### src/rtl/wm_pkg.sv
// Shared definitions for the washing-machine sequencer: state encoding and actuator bit positions.
package wm_pkg;

    localparam logic [3:0] EncIdle  = 4'd0;
    localparam logic [3:0] EncFill  = 4'd1;
    localparam logic [3:0] EncDet   = 4'd2;
    localparam logic [3:0] EncWash  = 4'd3;
    localparam logic [3:0] EncDrain = 4'd4;
    localparam logic [3:0] EncSpin  = 4'd5;
    localparam logic [3:0] EncDone  = 4'd6;
    localparam logic [3:0] EncFault = 4'd7;

    typedef enum logic [3:0] {
        StIdle  = EncIdle,
        StFill  = EncFill,
        StDet   = EncDet,
        StWash  = EncWash,
        StDrain = EncDrain,
        StSpin  = EncSpin,
        StDone  = EncDone,
        StFault = EncFault
    } wm_state_e;

    localparam int unsigned ACT_MOTOR = 0;
    localparam int unsigned ACT_FILL  = 1;
    localparam int unsigned ACT_DRAIN = 2;
    localparam int unsigned ACT_LOCK  = 3;
    localparam int unsigned ACT_W     = 4;

    function automatic logic locks_door(wm_state_e s);
        return !(s inside {StIdle, StDone, StFault});
    endfunction

endpackage

### src/rtl/wm_multi_rinse_ctrl_if.sv
// Sensor/actuator bundle of the washing-machine sequencer; slave is the controller side.
interface wm_multi_rinse_ctrl_if;

    logic       start;
    logic       door_close;
    logic       filled;
    logic       detergent_added;
    logic       drained;
    logic       pause;
    logic       door_lock;
    logic       motor_on;
    logic       fill_valve_on;
    logic       drain_valve_on;
    logic       soap_wash;
    logic       water_wash;
    logic       done;
    logic [2:0] rinse_idx;
    logic [3:0] state_o;
    logic       fault;

    modport master (
        output start, door_close, filled, detergent_added, drained, pause,
        input  door_lock, motor_on, fill_valve_on, drain_valve_on, soap_wash, water_wash,
        input  done, rinse_idx, state_o, fault
    );

    modport slave (
        input  start, door_close, filled, detergent_added, drained, pause,
        output door_lock, motor_on, fill_valve_on, drain_valve_on, soap_wash, water_wash,
        output done, rinse_idx, state_o, fault
    );

endinterface

### src/rtl/wm_cycle_timer.sv
// Loadable down-counter with hold; zero_o flags an expired count. Shared by WASH and SPIN.
module wm_cycle_timer #(
    parameter int unsigned TMR_W = 8
) (
    input  logic             clk_i,
    input  logic             rst_ni,
    input  logic             load_i,
    input  logic [TMR_W-1:0] load_val_i,
    input  logic             hold_i,
    output logic             zero_o
);

    logic [TMR_W-1:0] cnt_q, cnt_d;

    always_comb begin
        cnt_d = cnt_q;
        if (load_i) begin
            cnt_d = load_val_i;
        end else if (!hold_i && (cnt_q != '0)) begin
            cnt_d = cnt_q - TMR_W'(1);
        end
    end

    always_ff @(posedge clk_i or negedge rst_ni) begin
        if (!rst_ni) begin
            cnt_q <= '0;
        end else begin
            cnt_q <= cnt_d;
        end
    end

    assign zero_o = (cnt_q == '0);

endmodule

### src/rtl/wm_multi_rinse_ctrl.sv
// Washing-machine sequencer: soap wash, RINSE_CNT rinses, spin, with pause and registered outputs.
// Define WM_WATCHDOG_EN to add the FILL/DRAIN watchdog and the latched FAULT state.
module wm_multi_rinse_ctrl
    import wm_pkg::*;
#(
    parameter int unsigned RINSE_CNT   = 2,
    parameter int unsigned WASH_CYCLES = 16,
    parameter int unsigned SPIN_CYCLES = 8,
    parameter int unsigned TMR_W       = 8,
    parameter int unsigned FILL_TMO    = 64
) (
    input logic                  clk,
    input logic                  reset,
    wm_multi_rinse_ctrl_if.slave bus
);

    wm_state_e        state_q, state_d;
    logic [2:0]       rinse_q, rinse_d;
    logic             hold, timing, tmr_zero, tmr_load, wd_trip;
    logic [TMR_W-1:0] tmr_val;
    logic [ACT_W-1:0] act_q, act_d;
    logic             done_q, done_d, soap_q, soap_d, water_q, water_d, fault_q, fault_d;

    if (RINSE_CNT > 7 || WASH_CYCLES < 1 || SPIN_CYCLES < 1 || FILL_TMO < 1 ||
        WASH_CYCLES >= (1 << TMR_W) || SPIN_CYCLES >= (1 << TMR_W)) begin : g_bad_params
        $error("wm_multi_rinse_ctrl: illegal parameter set");
    end

    // Pause freezes every state except the IDLE/DONE handshakes.
    assign hold   = bus.pause && (state_q != StIdle) && (state_q != StDone);
    assign timing = (state_q == StWash) || (state_q == StSpin);

`ifdef WM_WATCHDOG_EN
    localparam int unsigned WdW = $clog2(FILL_TMO + 1);
    logic [WdW-1:0] wd_q, wd_d;

    assign wd_trip = !hold && (state_q == StFill || state_q == StDrain) &&
                     (wd_q == WdW'(FILL_TMO - 1));

    always_comb begin
        wd_d = wd_q;
        if (state_d != state_q) begin
            wd_d = '0;
        end else if (!hold && (state_q == StFill || state_q == StDrain)) begin
            wd_d = wd_q + WdW'(1);
        end
    end

    always_ff @(posedge clk or negedge reset) begin
        if (!reset) begin
            wd_q <= '0;
        end else begin
            wd_q <= wd_d;
        end
    end
`else
    assign wd_trip = 1'b0;
`endif

    always_comb begin
        state_d = state_q;
        rinse_d = rinse_q;
        if (!hold) begin
            unique case (state_q)
                StIdle:  if (bus.start && bus.door_close) state_d = StFill;
                StFill: begin
                    if (bus.filled) state_d = (rinse_q == 3'd0) ? StDet : StWash;
                    else if (wd_trip) state_d = StFault;
                end
                StDet:   if (bus.detergent_added) state_d = StWash;
                StWash:  if (tmr_zero) state_d = StDrain;
                StDrain: begin
                    if (bus.drained) begin
                        if (rinse_q < 3'(RINSE_CNT)) begin
                            rinse_d = rinse_q + 3'd1;
                            state_d = StFill;
                        end else begin
                            state_d = StSpin;
                        end
                    end else if (wd_trip) begin
                        state_d = StFault;
                    end
                end
                StSpin:  if (tmr_zero) state_d = StDone;
                StDone: begin
                    state_d = StIdle;
                    rinse_d = '0;
                end
                StFault: state_d = StFault;
                default: state_d = StIdle;
            endcase
        end
    end

    // Timer is (re)armed on entry so WASH/SPIN last exactly their cycle count.
    always_comb begin
        tmr_load = 1'b0;
        tmr_val  = '0;
        if (state_d != state_q) begin
            if (state_d == StWash) begin
                tmr_load = 1'b1;
                tmr_val  = TMR_W'(WASH_CYCLES - 1);
            end else if (state_d == StSpin) begin
                tmr_load = 1'b1;
                tmr_val  = TMR_W'(SPIN_CYCLES - 1);
            end
        end
    end

    wm_cycle_timer #(
        .TMR_W(TMR_W)
    ) u_timer (
        .clk_i     (clk),
        .rst_ni    (reset),
        .load_i    (tmr_load),
        .load_val_i(tmr_val),
        .hold_i    (hold || !timing),
        .zero_o    (tmr_zero)
    );

    always_comb begin
        act_d = '0;
        case (state_d)
            StFill:  act_d[ACT_FILL] = 1'b1;
            StWash:  act_d[ACT_MOTOR] = 1'b1;
            StDrain: act_d[ACT_DRAIN] = 1'b1;
            StSpin: begin
                act_d[ACT_MOTOR] = 1'b1;
                act_d[ACT_DRAIN] = 1'b1;
            end
            default: act_d = '0;
        endcase
        if (hold) begin
            act_d[ACT_MOTOR] = 1'b0;
            act_d[ACT_FILL]  = 1'b0;
            act_d[ACT_DRAIN] = 1'b0;
        end
        act_d[ACT_LOCK] = locks_door(state_d);
        done_d  = (state_d == StDone);
        soap_d  = (rinse_d == 3'd0) && (state_d inside {StFill, StDet, StWash, StDrain});
        water_d = (rinse_d != 3'd0) && (state_d != StIdle) && (state_d != StDone);
`ifdef WM_WATCHDOG_EN
        fault_d = (state_d == StFault);
`else
        fault_d = 1'b0;
`endif
    end

    always_ff @(posedge clk or negedge reset) begin
        if (!reset) begin
            state_q <= StIdle;
            rinse_q <= '0;
            act_q   <= '0;
            done_q  <= 1'b0;
            soap_q  <= 1'b0;
            water_q <= 1'b0;
            fault_q <= 1'b0;
        end else begin
            state_q <= state_d;
            rinse_q <= rinse_d;
            act_q   <= act_d;
            done_q  <= done_d;
            soap_q  <= soap_d;
            water_q <= water_d;
            fault_q <= fault_d;
        end
    end

    assign bus.door_lock      = act_q[ACT_LOCK];
    assign bus.motor_on       = act_q[ACT_MOTOR];
    assign bus.fill_valve_on  = act_q[ACT_FILL];
    assign bus.drain_valve_on = act_q[ACT_DRAIN];
    assign bus.soap_wash      = soap_q;
    assign bus.water_wash     = water_q;
    assign bus.done           = done_q;
    assign bus.rinse_idx      = rinse_q;
    assign bus.state_o        = state_q;
    assign bus.fault          = fault_q;

endmodule

### src/flat_wrapper.sv
// flat-port wrapper written by rule: the top's interface ports become plain ports
module wm_multi_rinse_ctrl_flat import wm_pkg::*;
#(
    parameter int unsigned RINSE_CNT   = 2,
    parameter int unsigned WASH_CYCLES = 16,
    parameter int unsigned SPIN_CYCLES = 8,
    parameter int unsigned TMR_W       = 8,
    parameter int unsigned FILL_TMO    = 64
)
  (clk, reset, bus_start, bus_door_close, bus_filled, bus_detergent_added, bus_drained, bus_pause, bus_door_lock, bus_motor_on, bus_fill_valve_on, bus_drain_valve_on, bus_soap_wash, bus_water_wash, bus_done, bus_rinse_idx, bus_state_o, bus_fault);
  wm_multi_rinse_ctrl_if bus_i ();
  input logic clk;
  input logic reset;
  input wire logic [$bits(bus_i.start)-1:0] bus_start;
  input wire logic [$bits(bus_i.door_close)-1:0] bus_door_close;
  input wire logic [$bits(bus_i.filled)-1:0] bus_filled;
  input wire logic [$bits(bus_i.detergent_added)-1:0] bus_detergent_added;
  input wire logic [$bits(bus_i.drained)-1:0] bus_drained;
  input wire logic [$bits(bus_i.pause)-1:0] bus_pause;
  output wire logic [$bits(bus_i.door_lock)-1:0] bus_door_lock;
  output wire logic [$bits(bus_i.motor_on)-1:0] bus_motor_on;
  output wire logic [$bits(bus_i.fill_valve_on)-1:0] bus_fill_valve_on;
  output wire logic [$bits(bus_i.drain_valve_on)-1:0] bus_drain_valve_on;
  output wire logic [$bits(bus_i.soap_wash)-1:0] bus_soap_wash;
  output wire logic [$bits(bus_i.water_wash)-1:0] bus_water_wash;
  output wire logic [$bits(bus_i.done)-1:0] bus_done;
  output wire logic [$bits(bus_i.rinse_idx)-1:0] bus_rinse_idx;
  output wire logic [$bits(bus_i.state_o)-1:0] bus_state_o;
  output wire logic [$bits(bus_i.fault)-1:0] bus_fault;
  assign bus_i.start = bus_start;
  assign bus_i.door_close = bus_door_close;
  assign bus_i.filled = bus_filled;
  assign bus_i.detergent_added = bus_detergent_added;
  assign bus_i.drained = bus_drained;
  assign bus_i.pause = bus_pause;
  assign bus_door_lock = bus_i.door_lock;
  assign bus_motor_on = bus_i.motor_on;
  assign bus_fill_valve_on = bus_i.fill_valve_on;
  assign bus_drain_valve_on = bus_i.drain_valve_on;
  assign bus_soap_wash = bus_i.soap_wash;
  assign bus_water_wash = bus_i.water_wash;
  assign bus_done = bus_i.done;
  assign bus_rinse_idx = bus_i.rinse_idx;
  assign bus_state_o = bus_i.state_o;
  assign bus_fault = bus_i.fault;
  wm_multi_rinse_ctrl #(.RINSE_CNT(RINSE_CNT), .WASH_CYCLES(WASH_CYCLES), .SPIN_CYCLES(SPIN_CYCLES), .TMR_W(TMR_W), .FILL_TMO(FILL_TMO)) u_core (.clk(clk), .reset(reset), .bus(bus_i));
endmodule
### config.mk
export PLATFORM = sky130hd
export DESIGN_NAME = wm_multi_rinse_ctrl_flat
export DESIGN_NICKNAME = d
export VERILOG_FILES = /design/src/rtl/wm_pkg.sv /design/src/rtl/wm_multi_rinse_ctrl_if.sv /design/src/rtl/wm_cycle_timer.sv /design/src/rtl/wm_multi_rinse_ctrl.sv /design/src/flat_wrapper.sv
export SDC_FILE = /design/constraint.sdc
export NUM_CORES = 1
export LEC_CHECK = 0
export BUFFER_PORTS_ARGS = -buffer_cell sky130_fd_sc_hd__buf_2
export CORE_MARGIN = 4
export CORE_UTILIZATION = 50
export CTS_BUF_LIST = sky130_fd_sc_hd__clkbuf_16
export CTS_CLUSTER_SIZE = 30
export DETAILED_ROUTE_END_ITERATION = 16
export PLACE_DENSITY = 0.75
export SKIP_LAST_GASP = 1
export SYNTH_ARGS = -nofsm -noshare
export SYNTH_HDL_FRONTEND = slang
export SYNTH_SLANG_ARGS = --single-unit
export TNS_END_PERCENT = 5
### constraint.sdc
create_clock -name clk -period 2.55 [get_ports clk]
set_input_delay 0.255 -clock clk [delete_from_list [all_inputs] [get_ports clk]]
set_output_delay 0.255 -clock clk [all_outputs]
set_load 0.005 [all_outputs]
; After elaboration in Yosys (flattened, before gate mapping)
; Cells that the tools add are included.
[op_classes]
reduce_logical = 26
mux = 26
eq_ne = 17
n_addsub = 2
order_cmp = 1
[op_table]
columns = operator, n
row1 = "4-bit by 3-bit == test with 1-bit output, second input constant", 8
row2 = 8-bit two-way mux, 4
row3 = 4-bit two-way mux, 7
row4 = 4-bit case mux with 7 select lines, 1
row5 = 3-bit two-way mux, 6
row6 = "4-bit by 2-bit == test with 1-bit output, second input constant", 4
row7 = 4-bit nonzero test, 3
row8 = "4-bit by 1-bit == test with 1-bit output, second input constant", 2
row9 = 4-bit logical NOT, 2
row10 = 8-bit logical NOT, 1
row11 = "4-bit by 3-bit inequality test with 1-bit output, second input constant", 2
row12 = 8-bit nonzero test, 1
row13 = "8-bit by 1-bit subtractor with 8-bit output, second input constant", 1
row14 = 1-bit logical AND, 7
row15 = 1-bit two-way mux, 7
row16 = 3-bit logical NOT, 2
row17 = 3-bit case mux with 2 select lines, 1
row18 = 3-bit nonzero test, 2
row19 = 4-bit inequality test, 1
row20 = 2-bit OR reduction, 2
row21 = "3-bit by 1-bit adder with 3-bit output, second input constant", 1
row22 = 1-bit logical NOT, 3
row23 = "3-bit by 2-bit less-than comparator with 1-bit output, second input constant", 1
row24 = 1-bit logical OR, 2
row25 = 2-bit nonzero test, 1
[totals]
word_cells = 79
in_bits = 8
regBits = 22

; Logic depth before layout (Yosys ltp)
; Gate-level depths: netlist of run 1.
[logic_depth]
depth_word = 10
mapped_depth = 9

; By module
; From an unflattened synthesis of run 1, not the netlist that was laid out.
[hier_totals]
cells_unflattened = 165
area_unflattened_um2 = 1480.2
[by_module_without_submodules]
columns = mod, cells_each, n_inst, area_per_inst_um2, seq_area_each_um2
row1 = wm_multi_rinse_ctrl, 109, 1, 985.9, 350.3
row2 = wm_cycle_timer, 56, 1, 494.2, 200.2

; Least setup slack after synthesis of run 1
; OpenSTA, ideal clock, no wires.
[synth_timing]
kind = flip-flop to flip-flop
start = register u_core.u_timer.cnt_q[0]
end = register u_core.soap_q, in the netlist u_core.bus.soap_wash
path_buffers = 0
path_stages_with_launch = 8
required_time_ns = 2.454
slack_ns = 0.178
arrival_ns = 2.276
setup_ns = 0.096
path_cell_list = dfrtp_1 -> inv_1 -> ha_1 -> or3b_2 -> or3_1 -> a221o_2 -> nor3b_1 -> nor4_2
[synth_via]
elab_chain_len = 7
[synth_lines]
columns = item, line_no
row1 = from (decl), wm_cycle_timer.sv:13  ; logic [TMR_W-1:0] cnt_q, cnt_d;
row2 = from (signal assigned), wm_cycle_timer.sv:28  ; cnt_q <= cnt_d;
row3 = 8-bit logical NOT *, wm_cycle_timer.sv:32  ; assign zero_o = (cnt_q == '0);
row4 = "4-bit two-way mux, on equally long branches", "wm_multi_rinse_ctrl.sv:84, wm_multi_rinse_ctrl.sv:71"
row5 = 4-bit case mux with 7 select lines *, wm_multi_rinse_ctrl.sv:64  ; unique case (state_q)
row6 = 4-bit two-way mux *, wm_multi_rinse_ctrl.sv:63  ; if (!hold) begin
row7 = "4-bit by 1-bit == test with 1-bit output, or another cell as far along", wm_multi_rinse_ctrl.sv:140  ; soap_d = (rinse_d == 3'd0) && (state_d inside {StFill, StDet, StWash, StDrain});
row8 = 4-bit nonzero test *, wm_multi_rinse_ctrl.sv:140
row9 = 1-bit logical AND *, wm_multi_rinse_ctrl.sv:140
row10 = net u_core.soap_d, wm_multi_rinse_ctrl.sv:22  ; logic done_q, done_d, soap_q, soap_d, water_q, water_d, fault_q, fault_d;
row11 = to (signal assigned), wm_multi_rinse_ctrl.sv:163  ; soap_q <= soap_d;
row12 = to (decl), wm_multi_rinse_ctrl.sv:22
; The timed path passes the listed nets; every way through them passes the cells marked *.
; A chain may end at the register's enable or synchronous reset.

; Worst setup path in the final report of run 1
; Ends and elaborated chain as after synthesis.

==> run summary, run 1 <==
=======================================================================================
Largest area contributor in the netlist                                    sky130_fd_sc_hd__dfrtp_1
Antenna violations before repair                                                      0
Arrival time at the worst endpoint                                              2.59 ns
Cell types with the largest area share after synthesis                     sky130_fd_sc_hd__dfrtp_1 (38%), sky130_fd_sc_hd__o21ai_0 (4.9%), sky130_fd_sc_hd__a21oi_1 (3.8%)
Overflow left after global routing                                                    0
Cells after Synth                                                                   164
Internal power contribution                                                      929 uW
Syn nets                                                                            175
Number of nets at the end of the flow                                               200
Count of maximum capacitance violations                                               0
Full die area                                                                 3800 um^2
Post-Route Setup TNS                                                               0 ns
ANT nets after route                                                                  0
Result of the run                                                             completed
Synthesized flop and latch total                                                     22
Clock buffer depth                                                                    2
Cts bufs inserted                                                                     3
Highest ir drop seen on vdd                                                    0.784 mV
Maximum number of pins on one net before global-route repair                         23
Post-synthesis cell type count                                                       50
Ys async rst share                                                                 100%
Clock Skews                                                                  0.00217 ns
Flop pwr share                                                                    32.3%
Critical setup path kind                                                   register to register
Horizontal die dimension                                                        61.6 um
Vias in the first global route                                                     1215
Most repeated cell in the gate-level netlist after synthesis               sky130_fd_sc_hd__dfrtp_1
Delay of the slowest cell on the worst path                                     0.51 ns
Count of endpoints failing hold in the final timing report                            0
Proportion of synthesized chip area in sequential cells                           38.3%
Fraction of power spent switching nets                                            39.7%
Number of flops mapped to enable cells by yosys                                       0
Minimum clock period                                                            2.43 ns
CP cell instances                                                          inv_1, ha_1, or3b_4, or3_4, a221o_2, nor3b_4, nor4_2
Detailed-route vias per instance                                                   6.06
Fraction of layout instances using a drive strength above 1                       25.5%
Reg2Reg Launch Point                                                       u_core.u_timer.cnt_q[0]
Port Buffer Count                                                                    21
Critical-path cell with the highest stage delay                            sky130_fd_sc_hd__a221o_2
Worst relative slew slack                                                         57.9%
Type of element capturing the critical path                                    register
Worst Setup Slack, final                                                       0.123 ns
CTS tree                                                                            yes
Tot Pwr                                                                         1540 uW
Core Util, Final                                                                  62.7%
Hold path endpoint                                                         u_core.bus.state_o[3]
FILL cells                                                                          222
Wire length of the first global-routing pass                                    5820 um
Global placer's final weighted congestion                                         0.925
Placement Rows                                                                       19
Worst-skew pair later-pin latency                                               0.25 ns
Depth of the critical timing path with buffers and inverters included                 7
Die height                                                                      61.6 um
Clk pin slew, worst setup/hold paths                                            0.06 ns
Final Routed Wirelength                                                         3510 um
Buffer and inverter count on the worst path                                           1
Final instance area                                                           1730 um^2
Least-Margin Pin Slew                                                          0.631 ns
Commonest register cell after synthesis                                    sky130_fd_sc_hd__dfrtp_1
Biggest fanout along the worst timing path                                            7
Total standard cell area after synthesis                                      1440 um^2
Number of setup violations in the final report                                        0
Maximum achievable frequency                                                  0.412 GHz
Total inserted antenna cells                                                          0
Syn Area/Cell                                                                 8.77 um^2
Cell area after placement                                                     1590 um^2
Clock root buffer                                                          sky130_fd_sc_hd__clkbuf_16
HP Class                                                                   input port to register
Relative contribution of combinational cells to total power                       46.2%
Top post-synthesis cells by count                                          sky130_fd_sc_hd__dfrtp_1 (22), sky130_fd_sc_hd__o21ai_0 (14), sky130_fd_sc_hd__nand2_1 (12), sky130_fd_sc_hd__a21oi_1 (11)
Worst hold stages                                                                     3
Hold path start                                                               bus_pause
RSZ-0062 raised after global routing                                              false
DRC violation count after routing                                                     0
Combined flip-flop and latch cell area                                         551 um^2
Final routed wire length divided by cell count                                  16.0 um
Leak Pwr                                                                    0.000772 uW
Dpl ws                                                                        0.0677 ns
Number of violations reported at the end of detailed-routing iteration 0            125
Detailed placer's ending HPWL                                                   2510 um
Num Clock Sinks                                                                      22
Initial cell density of the core                                                  52.2%
Detailed-route via count                                                           1328
Top cell family by delay on the critical path                              simple AND/OR/NAND/NOR gates
Pre-Repair DR Iteration Count                                                         4
Area of the core                                                              2760 um^2
Yosys warning total                                                                   0
R2r worst-path depth                                                                  7
Capture instance of the worst register-to-register path                    u_core.bus.soap_wash
P per Cell Area                                                             892 nW/um^2
Area taken by multi-input logic gates                                          855 um^2
CP Launch Type                                                                 register
Total count of max-transition violations in the final report                          0
Clock network fraction of design power                                            21.4%
Net switching power                                                              612 uW
Yosys top cell area share                                                         38.3%
Fraction of the cycle the final worst path needs                                  95.2%
Maximum level of the CTS H-tree                                                       1
Reg-to-reg slack, setup                                                         0.12 ns
Num ports                                                                            23
Post-synthesis to final-layout area growth                                        20.1%
Required time of the critical path                                              2.71 ns
Global-route usage over all layers                                                21.2%
=======================================================================================
## worst max-delay path by stage
stage	startpoint	to
floorplan	u_core.u_timer.cnt_q[0]	u_core.bus.soap_wash
global placement	u_core.u_timer.cnt_q[0]	u_core.u_timer.cnt_q[2]
detailed placement	u_core.u_timer.cnt_q[0]	u_core.u_timer.cnt_q[2]
CTS	u_core.u_timer.cnt_q[0]	u_core.u_timer.cnt_q[2]
global route	u_core.u_timer.cnt_q[0]	u_core.u_timer.cnt_q[3]
finish	u_core.u_timer.cnt_q[0]	u_core.bus.soap_wash
## power groups by stage
stage	Sequential, uW	Clock, uW	Combinational [uW]
after global routing	508	359	786
final	498	330	712
after detailed placement	502	0	619
after CTS	497	340	634
after floorplan	463	0	466
after global placement	495	0	603
## what timing repair did
item	in CTS	in global routing
endpoints found under the setup margin	0	9
gates resized for setup	0	9
hold buffers	1	0
hold endpoints to repair	22	0
setup buffers	0	1
## through the flow
stage,hold WS (ns),std cells
2_1_floorplan,-0.0406,164
3_3_place_gp,0.246,213
3_5_place_dp,0.250,213
4_1_cts,0.433,218
5_1_grt,0.472,219
6_report,0.447,219
## worst min-delay path: stages
cell and delay, ns:
sky130_fd_sc_hd__buf_2 0.19, sky130_fd_sc_hd__nand2_1 0.14, sky130_fd_sc_hd__inv_1 0.07
## layout make-up
class / instances / share of cell area (%)
Clock inverter: 1 / 0.217
Inverter: 10 / 2.17
Tap cell: 31 / 2.24
Clock buffer: 3 / 4.34
Multi-Input combinational cell: 123 / 49.5
Timing Repair Buffer: 29 / 9.70
Sequential cell: 22 / 31.9
## placed cells by master, fill, tap and decap left out, types with 2 or more instances in the layout
cell,count
sky130_fd_sc_hd__nor2_1,10
sky130_fd_sc_hd__nor3b_1,3
sky130_fd_sc_hd__nor3_1,2
sky130_fd_sc_hd__o21ai_0,14
sky130_fd_sc_hd__a31oi_1,2
sky130_fd_sc_hd__a21oi_1,11
sky130_fd_sc_hd__ha_1,3
sky130_fd_sc_hd__clkbuf_16,3
sky130_fd_sc_hd__nand4_1,2
sky130_fd_sc_hd__o211ai_1,4
sky130_fd_sc_hd__a211oi_1,5
sky130_fd_sc_hd__nand2b_1,4
sky130_fd_sc_hd__buf_2,21
sky130_fd_sc_hd__xor2_1,4
sky130_fd_sc_hd__xnor2_1,3
sky130_fd_sc_hd__buf_4,7
sky130_fd_sc_hd__nand2_1,12
sky130_fd_sc_hd__nand3b_1,2
sky130_fd_sc_hd__o21a_1,3
sky130_fd_sc_hd__nand3_1,4
sky130_fd_sc_hd__dfrtp_1,22
sky130_fd_sc_hd__nor4_1,3
sky130_fd_sc_hd__inv_1,10
sky130_fd_sc_hd__or3b_2,2
## metal layers
| metal | vias to the layer above | global-route usage (%) | wire length, um |
|---|---|---|---|
| li1 | 640 | - | - |
| met1 | 642 | 28.1 | 1500 |
| met2 | 46 | 34.7 | 1780 |
| met3 | 0 | 6.29 | 232 |
| met4 | 0 | 3.64 | 0 |
| met5 | - | 0 | 0 |
## state kept, by name, summed over array words and instances (netlist names)
name and cells:
u_core.u_timer.cnt_q 8, u_core.act_q 4, u_core.bus.state_o 4, u_core.bus.rinse_idx 3, u_core.bus.done 1, u_core.bus.soap_wash 1, u_core.bus.water_wash 1
## cell families (layout without fill, tap and decap cells)
group                    Yosys count  after routing  share of synthesized area, %
other                              1              1                         0.261
AO/OA/AOI/OAI                     53             53                          23.8
adder cells (fa/ha/maj)            3              3                          2.61
multiplexers                       1              1                         0.783
flip-flops                        22             22                          38.3
XOR/XNOR                           9              9                          6.00
AND/OR/NAND/NOR                   56             56                          22.9
buffers and inverters             19             43                          5.39
Power figures use the tool's default switching activity.
==> inputs of run 2 (changes only) <==
--- a/config.mk
+++ b/config.mk
@@ -6,12 +6,15 @@
 export NUM_CORES = 1
 export LEC_CHECK = 0
 export BUFFER_PORTS_ARGS = -buffer_cell sky130_fd_sc_hd__buf_2
+export CELL_PAD_IN_SITES_DETAIL_PLACEMENT = 0
+export CELL_PAD_IN_SITES_GLOBAL_PLACEMENT = 2
 export CORE_MARGIN = 4
-export CORE_UTILIZATION = 50
+export CORE_UTILIZATION = 30
 export CTS_BUF_LIST = sky130_fd_sc_hd__clkbuf_16
 export CTS_CLUSTER_SIZE = 30
 export DETAILED_ROUTE_END_ITERATION = 16
-export PLACE_DENSITY = 0.75
+export PLACE_DENSITY_LB_ADDON = 0.1
+export RECOVER_POWER = 25
 export SKIP_LAST_GASP = 1
 export SYNTH_ARGS = -nofsm -noshare
 export SYNTH_HDL_FRONTEND = slang
==> run 2 against run 1 <==
  * Register-to-register slack got worse by 0.06 ns
  * Non-clock buffer count increased by 1
  * Count of clock-buffer cells in the layout stayed put
  * Setup slack got worse by 0.056 ns
  * Clock skew fell by 0.00080 ns
  * Highest routed layer is now met4
  * Sequential power shrank 2%
  * Final cell count rose by 10%
  * Design area is 1.1% higher
  * Critical endpoint is now u_core.u_timer.cnt_q[2]
==> run summary, run 2 (synthesized netlist as in run 1, its figures left out) <==
=======================================================================================
Placement Rows                                                                       24   was 19
Result of the run                                                             completed   unchanged
Register with the most flip-flops                                          u_core.u_timer.cnt_q   unchanged
Overflow left after global routing                                                    0   unchanged
Port Buffer Count                                                                    21   unchanged
HP Class                                                                   input port to register   unchanged
Number of nets at the end of the flow                                               201   was 200
Clock Skews                                                                  0.00137 ns   was 0.00217 ns
Maximum number of pins on one net before global-route repair                         23   unchanged
Total inserted antenna cells                                                          0   unchanged
Crit. Startpoint                                                           u_core.u_timer.cnt_q[1]   was u_core.u_timer.cnt_q[0]
Critical setup path kind                                                   register to register   unchanged
Clk pin slew, worst setup/hold paths                                            0.06 ns   about the same
DRC violation count after routing                                                     0   unchanged
Most common library cell in the layout ignoring fill and taps              sky130_fd_sc_hd__dfrtp_1   unchanged
Clock buffer depth                                                                    2   unchanged
Most used cells in the layout excluding fill and tap cells                 sky130_fd_sc_hd__dfrtp_1 (22), sky130_fd_sc_hd__buf_2 (19), sky130_fd_sc_hd__o21ai_0 (13)   was sky130_fd_sc_hd__dfrtp_1 (22), sky130_fd_sc_hd__buf_2 (21), sky130_fd_sc_hd__o21ai_0 (14)
Detailed-route via count                                                           1292   was 1328
Global placer's final weighted congestion                                         0.771   was 0.925
Antenna violations before repair                                                      0   unchanged
ANT nets after route                                                                  0   unchanged
Met2 routed wirelength                                                          1680 um   was 1780 um
Cts bufs inserted                                                                     3   unchanged
Num ports                                                                            23   unchanged
Post-route met1 wirelength                                                      1830 um   was 1500 um
Leak Pwr                                                                    0.000772 uW   about the same
Clock root buffer                                                          sky130_fd_sc_hd__clkbuf_16   unchanged
Highest Signal Layer                                                               met4   was met3
Final routed wire length divided by cell count                                  15.5 um   was 16.0 um
Worst relative slew slack                                                         17.1%   was 57.9%
Least-Margin Pin Slew                                                           1.24 ns   was 0.631 ns
Total met3 wirelength after detailed routing                                     191 um   was 232 um
Detailed-route vias per instance                                                   5.36   was 6.06
Final Non-Filler Cells                                                              241   was 219
Count of endpoints failing hold in the final timing report                            0   unchanged
Full die area                                                                 5970 um^2   was 3800 um^2
Highest ir drop seen on vdd                                                    0.442 mV   was 0.784 mV
Hold path start                                                               bus_pause   unchanged
Num Clock Sinks                                                                      22   unchanged
Type of element capturing the critical path                                    register   unchanged
Final instance area                                                           1750 um^2   was 1730 um^2
Pre-Repair DR Iteration Count                                                         4   unchanged
Die height                                                                      77.3 um   was 61.6 um
Worst-skew pair later-pin latency                                               0.25 ns   about the same
Core Util, Final                                                                  38.8%   was 62.7%
Required time of the critical path                                              2.67 ns   was 2.71 ns
RSZ-0062 raised after global routing                                               true   was false
Vias in the first global route                                                     1260   was 1215
Total count of max-transition violations in the final report                          0   unchanged
Minimum clock period                                                            2.48 ns   was 2.43 ns
Fraction of the cycle the final worst path needs                                  97.4%   was 95.2%
Initial cell density of the core                                                  31.9%   was 52.2%
Global-route usage over all layers                                                13.3%   was 21.2%
Fraction of layout instances using a drive strength above 1                       23.3%   was 25.5%
Worst hold margin                                                              0.467 ns   was 0.447 ns
Flip-flop count of the largest register, all copies and words added                   8   unchanged
Count of placed standard cells including taps                                       236   was 213
Number of setup violations in the final report                                        0   unchanged
Biggest fanout along the worst timing path                                            7   unchanged
Final Routed Wirelength                                                         3730 um   was 3510 um
Cell area after placement                                                     1630 um^2   was 1590 um^2
Arrival time at the worst endpoint                                              2.61 ns   was 2.59 ns
Maximum level of the CTS H-tree                                                       1   unchanged
Horizontal die dimension                                                        77.3 um   was 61.6 um
Post-CTS Setup Repair Bufs                                                            0   unchanged
Wire length of the first global-routing pass                                    6380 um   was 5820 um
CTS tree                                                                            yes   unchanged
FILL cells                                                                          481   was 222
Number of violations reported at the end of detailed-routing iteration 0            209   was 125
Area of the core                                                              4500 um^2   was 2760 um^2
Post-synthesis to final-layout area growth                                        21.4%   was 20.1%
P per Cell Area                                                             910 nW/um^2   was 892 nW/um^2
CP Launch Type                                                                 register   unchanged
Maximum achievable frequency                                                  0.403 GHz   was 0.412 GHz
Detailed placer's ending HPWL                                                   2870 um   was 2510 um
Count of maximum capacitance violations                                               0   unchanged
Reg2Reg Launch Point                                                       u_core.u_timer.cnt_q[1]   was u_core.u_timer.cnt_q[0]
=======================================================================================
## run 2: metrics by stage
| step | setup slack (ns) | TNS [ns] | power (uW) |
|---|---|---|---|
| final | 0.0672 | 0 | 1590 |
| after global routing | -0.105 | -0.531 | 1720 |
| after CTS | 0.0556 | 0 | 1600 |
| after detailed placement | 0.0714 | 0 | 1150 |
| after global placement | 0.106 | 0 | 1150 |
| after floorplan | 0.178 | 0 | 929 |
## run 2: path summary, 6_finish.rpt
check | cells past startpoint | slack (ns) | end
max | 7 | 0.07 | u_core.u_timer.cnt_q[2]
max reg2reg | 7 | 0.07 | u_core.u_timer.cnt_q[2]
max in group asynchronous | 2 | 1.01 | u_core.u_timer.cnt_q[2]
min reg2reg | 2 | 0.58 | u_core.u_timer.cnt_q[1]
min in group asynchronous | 2 | 0.80 | u_core.act_q[2]
min | 3 | 0.47 | u_core.bus.state_o[3]
## run 2: final cells by class
class | instances | area [um^2] | area share [%]
Clock inverter | 1 | 30.0 | 1.72
Timing Repair Buffer | 30 | 173 | 9.89
Clock buffer | 3 | 75.1 | 4.30
Inverter | 10 | 37.5 | 2.15
Tap cell | 52 | 65.1 | 3.72
Multi-Input combinational cell | 123 | 816 | 46.7
Sequential cell | 22 | 551 | 31.5
## run 2: repair_timing
| item | 4_1_cts | 5_1_grt |
|---|---|---|
| gates resized for setup | 0 | 2 |
| hold buffers | 1 | 0 |
| hold endpoints to repair | 22 | 0 |
| endpoints found under the setup margin | 0 | 11 |
## run 2: worst max-delay path, cell delays in order, from the launching register on
cell	delay [ns]
sky130_fd_sc_hd__dfrtp_1	0.40
sky130_fd_sc_hd__inv_1	0.06
sky130_fd_sc_hd__ha_1	0.16
sky130_fd_sc_hd__or3b_2	0.46
sky130_fd_sc_hd__or3_1	0.39
sky130_fd_sc_hd__a221o_2	0.45
sky130_fd_sc_hd__xor2_1	0.28
sky130_fd_sc_hd__o21ai_0	0.15
## run 2: metal layers
layer | up-vias | track usage (%)
met3 | 2 | 2.58
met5 | - | 0
met4 | 0 | 2.67
met2 | 36 | 20.5
met1 | 613 | 19.2
li1 | 641 | -
## run 2: power by group
part / switching (uW) / internal, uW
registers: 72.2 / 415
logic: 382 / 281
clock network: 129 / 312
total: 583 / 1010
